===== src/rtl/fmul_seq_ctrl_if.sv =====
// Operand-in / result-out handshake bundle for the FP32 multiply sequencer.
// The issue side uses master; the sequencer uses slave.
interface fmul_seq_ctrl_if;
  logic        in_valid;
  logic        in_ready;
  logic [31:0] in_a;
  logic [31:0] in_b;
  logic        out_valid;
  logic        out_ready;
  logic [31:0] out_res;
  logic        out_ovf;
  logic        out_udf;

  modport master (
    output in_valid, in_a, in_b, out_ready,
    input  in_ready, out_valid, out_res, out_ovf, out_udf
  );

  modport slave (
    input  in_valid, in_a, in_b, out_ready,
    output in_ready, out_valid, out_res, out_ovf, out_udf
  );
endinterface


===== src/rtl/fmul_seq_ctrl.sv =====
// Sequencing controller for the FP32 Booth partial-product multiplier: accumulates the
// 13 partial products over N cycles, then normalises, rounds (RNE) and returns the result.
module fmul_seq_ctrl #(
  parameter int PP_PER_CYCLE = 13
) (
  input  logic                clk,
  input  logic                rst,
  fmul_seq_ctrl_if.slave      bus,
  output logic [31:0]         mul_a,
  output logic [31:0]         mul_b,
  input  logic [636:0]        mul_pp,
  input  logic                mul_sign,
  input  logic [8:0]          mul_expc
);

  localparam int N  = (13 + PP_PER_CYCLE - 1) / PP_PER_CYCLE;
  localparam int CW = (N > 1) ? $clog2(N) : 1;
  localparam int NP = N * PP_PER_CYCLE;
  localparam int IW = $clog2(NP);

  typedef enum logic [1:0] {
    IDLE  = 2'd0,
    ACCUM = 2'd1,
    NORM  = 2'd2,
    DONE  = 2'd3
  } state_t;

  state_t          state_r;
  logic [48:0]     acc_r;
  logic [CW-1:0]   cnt_r;
  logic            out_valid_r;
  logic [31:0]     out_res_r;
  logic            out_ovf_r;
  logic            out_udf_r;

  logic [48:0]     pp_s [NP];
  logic [48:0]     grp_sum_s;

  // Pad the partial-product list to a whole number of groups so the last group reads zeros.
  for (genvar g = 0; g < NP; g++) begin : g_pp
    if (g < 13) begin : g_real
      assign pp_s[g] = mul_pp[g*49 +: 49];
    end else begin : g_pad
      assign pp_s[g] = 49'd0;
    end
  end

  always_comb begin
    grp_sum_s = 49'd0;
    for (int j = 0; j < PP_PER_CYCLE; j++) begin
      grp_sum_s = grp_sum_s + pp_s[IW'(int'(cnt_r) * PP_PER_CYCLE + j)];
    end
  end

  logic [47:0]        prod_s;
  logic [22:0]        man_s;
  logic               g_s;
  logic               st_s;
  logic signed [10:0] e_s;
  logic               rnd_up_s;
  logic [23:0]        man_sum_s;
  logic               carry_s;
  logic signed [10:0] e_rnd_s;
  logic [22:0]        frac_s;
  logic               a_nan_s, b_nan_s, a_inf_s, b_inf_s, a_zero_s, b_zero_s;
  logic [31:0]        res_s;
  logic               ovf_s;
  logic               udf_s;

  // Normalise, round to nearest-even and classify the operands into the final result.
  always_comb begin
    prod_s = acc_r[47:0];
    if (prod_s[47]) begin
      man_s = prod_s[46:24];
      g_s   = prod_s[23];
      st_s  = |prod_s[22:0];
      e_s   = $signed({2'b00, mul_expc}) - 11'sd126;
    end else begin
      man_s = prod_s[45:23];
      g_s   = prod_s[22];
      st_s  = |prod_s[21:0];
      e_s   = $signed({2'b00, mul_expc}) - 11'sd127;
    end
    rnd_up_s  = g_s & (st_s | man_s[0]);
    man_sum_s = {1'b0, man_s} + {23'd0, rnd_up_s};
    carry_s   = man_sum_s[23];
    e_rnd_s   = e_s + (carry_s ? 11'sd1 : 11'sd0);
    frac_s    = carry_s ? 23'd0 : man_sum_s[22:0];

    a_nan_s  = (&mul_a[30:23]) & (|mul_a[22:0]);
    b_nan_s  = (&mul_b[30:23]) & (|mul_b[22:0]);
    a_inf_s  = (&mul_a[30:23]) & ~(|mul_a[22:0]);
    b_inf_s  = (&mul_b[30:23]) & ~(|mul_b[22:0]);
    a_zero_s = (mul_a[30:23] == 8'd0);
    b_zero_s = (mul_b[30:23] == 8'd0);

    ovf_s = 1'b0;
    udf_s = 1'b0;
    if (a_nan_s || b_nan_s || (a_inf_s && b_zero_s) || (b_inf_s && a_zero_s)) begin
      res_s = 32'h7FC0_0000;
    end else if (a_inf_s || b_inf_s) begin
      res_s = {mul_sign, 8'hFF, 23'd0};
    end else if (a_zero_s || b_zero_s) begin
      res_s = {mul_sign, 31'd0};
    end else if (e_rnd_s >= 11'sd255) begin
      res_s = {mul_sign, 8'hFF, 23'd0};
      ovf_s = 1'b1;
    end else if (e_rnd_s <= 11'sd0) begin
      res_s = {mul_sign, 31'd0};
      udf_s = 1'b1;
    end else begin
      res_s = {mul_sign, e_rnd_s[7:0], frac_s};
    end
  end

  // Operation sequencer; all handshake outputs except in_ready are registered here.
  always_ff @(posedge clk) begin
    if (rst) begin
      state_r     <= IDLE;
      acc_r       <= 49'd0;
      cnt_r       <= '0;
      mul_a       <= 32'd0;
      mul_b       <= 32'd0;
      out_valid_r <= 1'b0;
      out_res_r   <= 32'd0;
      out_ovf_r   <= 1'b0;
      out_udf_r   <= 1'b0;
    end else begin
      case (state_r)
        IDLE: begin
          if (bus.in_valid) begin
            mul_a   <= bus.in_a;
            mul_b   <= bus.in_b;
            acc_r   <= 49'd0;
            cnt_r   <= '0;
            state_r <= ACCUM;
          end
        end
        ACCUM: begin
          acc_r <= acc_r + grp_sum_s;
          if (cnt_r == CW'(N - 1)) begin
            state_r <= NORM;
          end else begin
            cnt_r <= cnt_r + CW'(1);
          end
        end
        NORM: begin
          out_res_r   <= res_s;
          out_ovf_r   <= ovf_s;
          out_udf_r   <= udf_s;
          out_valid_r <= 1'b1;
          state_r     <= DONE;
        end
        DONE: begin
          if (bus.out_ready) begin
            out_valid_r <= 1'b0;
            state_r     <= IDLE;
          end
        end
        default: begin
          state_r <= IDLE;
        end
      endcase
    end
  end

  assign bus.in_ready  = (state_r == IDLE) && !rst;
  assign bus.out_valid = out_valid_r;
  assign bus.out_res   = out_res_r;
  assign bus.out_ovf   = out_ovf_r;
  assign bus.out_udf   = out_udf_r;

endmodule


===== src/flat_wrapper.sv =====
// flat-port wrapper written by rule: the top's interface ports become plain ports
module fmul_seq_ctrl_flat 
#(
  parameter int PP_PER_CYCLE = 13
)
  (clk, rst, mul_a, mul_b, mul_pp, mul_sign, mul_expc, bus_in_valid, bus_in_a, bus_in_b, bus_out_ready, bus_in_ready, bus_out_valid, bus_out_res, bus_out_ovf, bus_out_udf);
  fmul_seq_ctrl_if bus_i ();
  input  logic clk;
  input  logic rst;
  output logic [31:0] mul_a;
  output logic [31:0] mul_b;
  input  logic [636:0] mul_pp;
  input  logic mul_sign;
  input  logic [8:0] mul_expc;
  input wire logic [$bits(bus_i.in_valid)-1:0] bus_in_valid;
  input wire logic [$bits(bus_i.in_a)-1:0] bus_in_a;
  input wire logic [$bits(bus_i.in_b)-1:0] bus_in_b;
  input wire logic [$bits(bus_i.out_ready)-1:0] bus_out_ready;
  output wire logic [$bits(bus_i.in_ready)-1:0] bus_in_ready;
  output wire logic [$bits(bus_i.out_valid)-1:0] bus_out_valid;
  output wire logic [$bits(bus_i.out_res)-1:0] bus_out_res;
  output wire logic [$bits(bus_i.out_ovf)-1:0] bus_out_ovf;
  output wire logic [$bits(bus_i.out_udf)-1:0] bus_out_udf;
  assign bus_i.in_valid = bus_in_valid;
  assign bus_i.in_a = bus_in_a;
  assign bus_i.in_b = bus_in_b;
  assign bus_i.out_ready = bus_out_ready;
  assign bus_in_ready = bus_i.in_ready;
  assign bus_out_valid = bus_i.out_valid;
  assign bus_out_res = bus_i.out_res;
  assign bus_out_ovf = bus_i.out_ovf;
  assign bus_out_udf = bus_i.out_udf;
  fmul_seq_ctrl #(.PP_PER_CYCLE(PP_PER_CYCLE)) u_core (.clk(clk), .rst(rst), .bus(bus_i), .mul_a(mul_a), .mul_b(mul_b), .mul_pp(mul_pp), .mul_sign(mul_sign), .mul_expc(mul_expc));
endmodule

===== config.mk =====
export PLATFORM = sky130hd
export DESIGN_NAME = fmul_seq_ctrl_flat
export DESIGN_NICKNAME = d
export VERILOG_FILES = /design/src/rtl/fmul_seq_ctrl_if.sv /design/src/rtl/fmul_seq_ctrl.sv /design/src/flat_wrapper.sv
export SDC_FILE = /design/constraint.sdc
export NUM_CORES = 1
export LEC_CHECK = 0
export BUFFER_PORTS_ARGS = -buffer_cell sky130_fd_sc_hd__buf_4
export CORE_AREA = 2 2 316 318
export CTS_CLUSTER_DIAMETER = 120
export DETAILED_ROUTE_END_ITERATION = 8
export DIE_AREA = 0 0 318 320
export GPL_TIMING_DRIVEN = 0
export SYNTH_ARGS = -nofsm -noshare
export SYNTH_HDL_FRONTEND = slang
export SYNTH_SLANG_ARGS = --single-unit

===== constraint.sdc =====
create_clock -name clk -period 8.15 [get_ports clk]
set_input_delay 1.63 -clock clk [delete_from_list [all_inputs] [get_ports clk]]
set_output_delay 1.63 -clock clk [all_outputs]
set_load 0.05 [all_outputs]

==> flow_summary_export.csv, run 1 <==
group,metric,value,unit
outcome,status,"finished clean",
cells_and_area,fin_nets,4809,
global_routing,antenna_found_initial,10,
timing,worstMarginPinSlew,1130,ps
setup_path,cp_max_fo,8,
yosys,syn-cell-area,0.0240,mm^2
die,rows,115,
setup_path,cp_slowest_cell,"o31ai_4",
cts,path_clk_slew,70,ps
die,fp.dieH,320,um
hold_path,holdPathStages,2,
yosys,synth_nets,3990,
setup_path,cp.depth,22,
cts,cts_setup_buffers,0,
timing,fin_ws,306,ps
hold_path,holdPathEnd,"u_core.bus.out_udf",
die,die_w,318,um
cts,h-tree-depth,4,
yosys,syn-instance-count,2658,
placement,dpl.hpwl,73.4,mm
global_routing,grt_start_max_net_pins,17,
cts,numCtsBuffers,17,
yosys,synth_edf_count,0,
flow_run,drv_cap,0,
cells_and_area,syn2layout_area_growth,34.4,%
global_routing,grt_overflow,0,
routing,wl,80.7,mm
die,initial_utilization,24.4,%
routing,viasPerCell,4.18,
timing,hold_viol,0,
routing,wire_per_inst,16.9,um
setup_path,path_delay_family,"adder cells",
timing,finalMaxSlewViolations,0,
setup_path,slowest_delay,570,ps
timing,skew,17.9,ps
cts,clock_latency,450,ps
cells_and_area,final_common_cell,"inv_1",
timing,rsz0062_at_grt,"false",
setup_path,required,8470,ps
routing,drtPass1Iterations,4,
yosys,synthDominantCellAreaShare,46.3,%
timing,slew_headroom,24.2,%
placement,place_ws,-641,ps
timing,timing.fmax,127,MHz
placement,port_buffers,800,
setup_path,crit_buf_inv,6,
setup_path,crit_chain,"buf_4 -> fa_1 -> inv_1 -> fa_1 -> inv_1 -> fa_1 -> fa_1 -> fa_1 -> inv_1 -> fa_1 -> inv_1 -> ha_1 -> clkbuf_1 -> a211oi_1 -> o21ai_0 -> a221oi_1 -> o21ai_0 -> o31ai_4 -> o31ai_1 -> a221oi_1 -> xnor2_1 -> a22o_1",
yosys,yosysTopAreaCell,"fa_1",
setup_path,path_common_cell,"fa_1",
yosys,yosys_warnings,0,
global_routing,grt_pass1_vias,21400,
hold_path,hp-class,"register to register",
setup_path,worstPathArrival,8170,ps
routing,post-route-drc-count,0,
cells_and_area,drive_above_1_share,24.7,%
die,core,0.0980,mm^2
yosys,synth_seq_cells,149,
setup_path,r2r_cells,17,
timing,period_needed,7840,ps
setup_path,cp-start-kind,"primary input",
yosys,synth.area.top_cells,"fa_1 46%, inv_1 14%, dfxtp_1 12%, nand2_1 3.5%, ha_1 3.3%",
cts,cts_hold_buf,0,
die,ios,815,
timing,setup_viol,0,
yosys,ys_types,78,
hold_path,hp-start,"u_core.bus.out_udf",
cts,cts_tree,"done",
yosys,yosysSeqAreaShare,12.5,%
cts,clk_path_buf_depth,2,
setup_path,worstSetupEndpointType,"register",
cts,cts_root_buf,"clkbuf_16",
cts,clock-sinks,149,
routing,vias,20000,
yosys,async_reset_ff_share,0,%
global_routing,grt_pass1_wl,122,mm
placement,place_congestion,0.891,
die,dieArea,0.102,mm^2
routing,drtAntennaViolNets,0,
yosys,synth.avg_cell_area,9.01,um^2
setup_path,rr_startpoint,"u_core.acc_r[47]",
global_routing,track_usage,15.8,%
setup_path,reg2reg_to,"u_core.bus.out_res[22]",
placement,place_inst,4745,
cells_and_area,fin_cells,4783,
yosys,synth-main-ff-cell,"dfxtp_1",
timing,finalCritPeriodShare,96.2,%
setup_path,worstSetupPathType,"primary input to register",
routing,drtIter0Drc,846,
setup_path,r2r_slack,2270,ps
cells_and_area,final_cell_mix,"884 x inv_1, 802 x buf_4, 554 x fa_1",
==> cells in the mapped netlist (5+ instances only) <==
library cell and instances:
inv_1 884, mux2i_1 14, o21bai_1 6, o21a_1 10
a22oi_1 13, a22o_1 25, xnor2_1 59, a32oi_1 5
a21oi_1 139, fa_1 554, nor3_1 28, nand3_1 25
dfxtp_1 149, o31ai_1 9, buf_1 10, ha_1 63
nand2_1 224, and2_1 6, a31oi_1 8, nand2b_1 15
nand4_1 21, a211oi_1 13, nor2b_1 14, xor2_1 26
o21ai_0 63, nor2_1 73, a21o_1 21, o211ai_1 8
a311oi_1 8, clkbuf_1 52, nor4_1 25, and3_1 7
==> worst max-delay path by stage <==
stage,endpoint,startpoint
6_report,u_core.acc_r[47],mul_pp[212]
5_1_grt,u_core.acc_r[44],mul_pp[492]
4_1_cts,u_core.acc_r[44],mul_pp[492]
3_5_place_dp,u_core.acc_r[47],mul_pp[212]
3_3_place_gp,u_core.acc_r[47],mul_pp[212]
2_1_floorplan,u_core.acc_r[47],mul_pp[204]
==> timing repair <==
action,CTS,global route
resized for setup,1,4
setup endpoints to repair,1,8
endpoints found under the hold margin,0,0
==> sequential cells by signal, indices dropped and copies added, names as in the netlist <==
signal / flops
u_core.bus.out_valid: 1
u_core.bus.out_udf: 1
u_core.acc_r: 48
u_core.mul_a: 32
u_core.bus.out_ovf: 1
u_core.state_r: 2
u_core.mul_b: 32
u_core.bus.out_res: 32
==> final cells by class <==
type / instances / area [um^2]
plain buffers: 69 / 285
diodes: 6 / 15.0
flip-flops and latches: 149 / 2980
clock inverters: 13 / 140
repair buffers: 800 / 6010
well taps: 1287 / 1610
multi-input cells: 1556 / 17400
clock buffers: 19 / 443
fillers: 10300 / 65800
inverters: 884 / 3320
==> routing by layer <==
metal  vias up  part of all wire [%]  global-route usage [%]  wire length, um
met2       568                    53                    28.8            42600
met3        72                   6.2                    3.53             5040
met4         4                   1.9                    3.80             1540
met1      9816                    39                    18.8            31600
li1       9534                     -                       -                -
met5         -                 0.027                       0               22
==> kinds of logic (layout without fill, tap and decap cells) <==
| family | Yosys count | after routing | synth area share (%) |
|---|---|---|---|
| flip-flops | 149 | 149 | 12.5 |
| AND/OR/NAND/NOR | 465 | 465 | 8.95 |
| AO/OA/AOI/OAI | 373 | 373 | 10.2 |
| adder cells (fa/ha/maj) | 617 | 617 | 49.6 |
| buffers and inverters | 953 | 1785 | 15.0 |
| other | 0 | 6 | 0 |
| multiplexers | 16 | 16 | 0.679 |
| XOR/XNOR | 85 | 85 | 3.11 |
==> tightest hold or removal path, delay by kind of cell, from the launching register on <==
kind / cells / cell delay [ps]
DFF: 1 / 320
and+or+nand+nor: 2 / 100
==> metrics by stage <==
stage	TNS, ps	util (%)	hold slack (ps)	area (um^2)
5_1_grt	0	32.9	487	32200
3_5_place_dp	-3580	32.2	451	31600
4_1_cts	0	32.8	462	32200
6_report	0	32.9	451	32200
2_1_floorplan	0	-	447	24000
3_3_place_gp	-3980	32.2	431	31600
Power of run 1 is left out: the tool's default activity adds up to more than one toggle a clock period on the data nets, which glitch-free logic cannot reach.
==> inputs of run 2 (changes only) <==
==> constraint.sdc (replaced) <==
create_clock -name clk -period 8.15 [get_ports clk]
set_input_delay 0.4075 -clock clk [delete_from_list [all_inputs] [get_ports clk]]
set_output_delay 0.4075 -clock clk [all_outputs]
set_load 0.05 [all_outputs]
==> run 2 against run 1 <==
Effect of this change: core utilization about the same; cell area shrank 0.10%; flip-flop and latch count did not move; fmax increased by 9.1%; non-clock buffer count unchanged; wire length decreased by 0.12%; clock skew hardly changed; first-iteration DRC count fell by 0.71%; critical path depth unchanged; global-route usage stayed put; die area is the same; largest cell class unchanged.
==> flow_summary_export.csv, run 2 (same netlist as run 1, synthesis figures left out) <==
group,metric,value,unit
setup_path,r2r_cells,19,
global_routing,grt_start_max_net_pins,17,
timing,setup_viol,0,
routing,drtIter0Drc,840,
die,initial_utilization,24.4,%
timing,rsz0062_at_grt,"false",
setup_path,worstSetupEndpointType,"register",
timing,period_needed,7190,ps
routing,drtAntennaViolNets,0,
die,fp.dieH,320,um
cells_and_area,register_area,0.00298,mm^2
cts,cts_root_buf,"clkbuf_16",
cts,clock-sinks,149,
cts,cts_hold_buf,0,
timing,slew_headroom,18.8,%
setup_path,reg2reg_to,"u_core.bus.out_res[9]",
cells_and_area,final_cell_mix,"884 x inv_1, 802 x buf_4, 554 x fa_1",
cells_and_area,largest_register_ffs,48,
cells_and_area,design_area,0.0322,mm^2
cells_and_area,syn2layout_area_growth,34.3,%
cells_and_area,fin_nets,4809,
cts,path_clk_slew,70,ps
setup_path,worstPathArrival,7510,ps
placement,port_buffers,800,
setup_path,cp-startpoint,"mul_pp[212]",
cts,cts_tree,"done",
routing,viasPerCell,4.18,
outcome,status,"finished clean",
global_routing,grt_overflow,0,
setup_path,cp-start-kind,"primary input",
routing,post-route-drc-count,0,
cells_and_area,drive_above_1_share,24.6,%
hold_path,hp-class,"primary input to register",
timing,skew,18.0,ps
global_routing,grt_pass1_vias,21400,
cts,numCtsBuffers,17,
placement,place_congestion,0.891,
timing,finalMaxSlewViolations,0,
cells_and_area,nFillCells,10300,
timing,finalCritPeriodShare,88.2,%
setup_path,required,8470,ps
setup_path,r2r_slack,2300,ps
cts,cts_setup_buffers,0,
cells_and_area,multi_input_area,0.0174,mm^2
setup_path,worstSetupPathType,"primary input to register",
global_routing,track_usage,15.8,%
die,dieArea,0.102,mm^2
routing,wl,80.6,mm
routing,vias,20000,
cells_and_area,largest_register,"u_core.acc_r",
setup_path,endpoint,"u_core.acc_r[47]",
cts,ctsResizeCount,0,
timing,timing.fmax,139,MHz
die,die_w,318,um
cts,clock_latency,450,ps
die,ios,815,
routing,drtPass1Iterations,5,
cts,h-tree-depth,4,
flow_run,drv_cap,0,
global_routing,grt_pass1_wl,122,mm
cts,clk_path_buf_depth,2,
global_routing,antenna_found_initial,10,
timing,worstMarginPinSlew,1210,ps
setup_path,rr_startpoint,"u_core.acc_r[47]",
routing,wire_per_inst,16.9,um
setup_path,cp_max_fo,8,
cells_and_area,final_common_cell,"inv_1",
timing,setup_tns,0,ps
placement,dpl-instance-area,0.0316,mm^2
die,rows,115,
timing,hold_viol,0,
die,core,0.0980,mm^2
placement,dpl.hpwl,73.4,mm
run 2: changes by cell type in the layout (fill, tap and decap cells not counted):
| cell | before | now |
|---|---|---|
| o41ai_1 | 1 | 2 |
| o31ai_1 | 8 | 9 |
| o31ai_4 | 1 | 0 |
| o41ai_4 | 1 | 0 |
| o21ai_0 | 62 | 63 |
| o21ai_1 | 5 | 4 |
run 2: through the flow:
| stage | hold slack (ps) | std cells | util, % | setup slack (ps) |
|---|---|---|---|---|
| 4_1_cts | 167 | 4777 | 32.8 | 1050 |
| 6_report | 193 | 4783 | 32.8 | 962 |
| 5_1_grt | 171 | 4782 | 32.8 | 718 |
| 3_3_place_gp | 431 | 4745 | 32.2 | 582 |
| 2_1_floorplan | 447 | 2658 | - | 1980 |
| 3_5_place_dp | 451 | 4745 | 32.2 | 581 |
run 2: critical path, stage by stage:
cell	delay (ps)
buf_4	120
fa_1	530
inv_1	50
fa_1	510
inv_1	60
fa_1	550
fa_1	450
fa_1	510
inv_1	50
fa_1	470
inv_1	40
ha_1	250
clkbuf_1	190
a211oi_1	220
o21ai_0	140
a221oi_1	540
o21ai_0	380
o31ai_1	1080
o31ai_1	250
a221oi_1	340
xnor2_1	140
a22o_1	230
run 2: how the worst min path moves through the flow:
stage | endpoint | slack [ps] | startpoint | cells after the start
6_report | u_core.mul_b[29] | 190 | bus_in_b[29] | 3
5_1_grt | u_core.mul_a[27] | 170 | bus_in_a[27] | 3
4_1_cts | u_core.mul_b[1] | 170 | bus_in_b[1] | 3
3_5_place_dp | u_core.bus.out_udf | 450 | u_core.bus.out_udf | 2
3_3_place_gp | u_core.bus.out_udf | 430 | u_core.bus.out_udf | 2
2_1_floorplan | u_core.acc_r[18] | 450 | u_core.acc_r[18] | 2
run 2: routing by layer:
| layer | up-vias | global-route usage [%] | part of all wire, % |
|---|---|---|---|
| met5 | - | 0 | 0.027 |
| met4 | 4 | 3.80 | 1.9 |
| met3 | 68 | 3.53 | 6.1 |
| met2 | 564 | 28.8 | 53 |
| met1 | 9821 | 18.8 | 39 |
| li1 | 9530 | - | - |
run 2: area by class of cell:
cell class                      count  share of cell area, %
Buffer                             69                  0.887
Multi-Input combinational cell   1556                   54.0
Clock inverter                     13                  0.436
Sequential cell                   149                   9.27
Clock buffer                       19                   1.38
Inverter                          884                   10.3
Timing Repair Buffer              800                   18.7
Tap cell                         1287                   5.01
Antenna cell                        6                 0.0467
Power of run 2 is left out for the same reason.
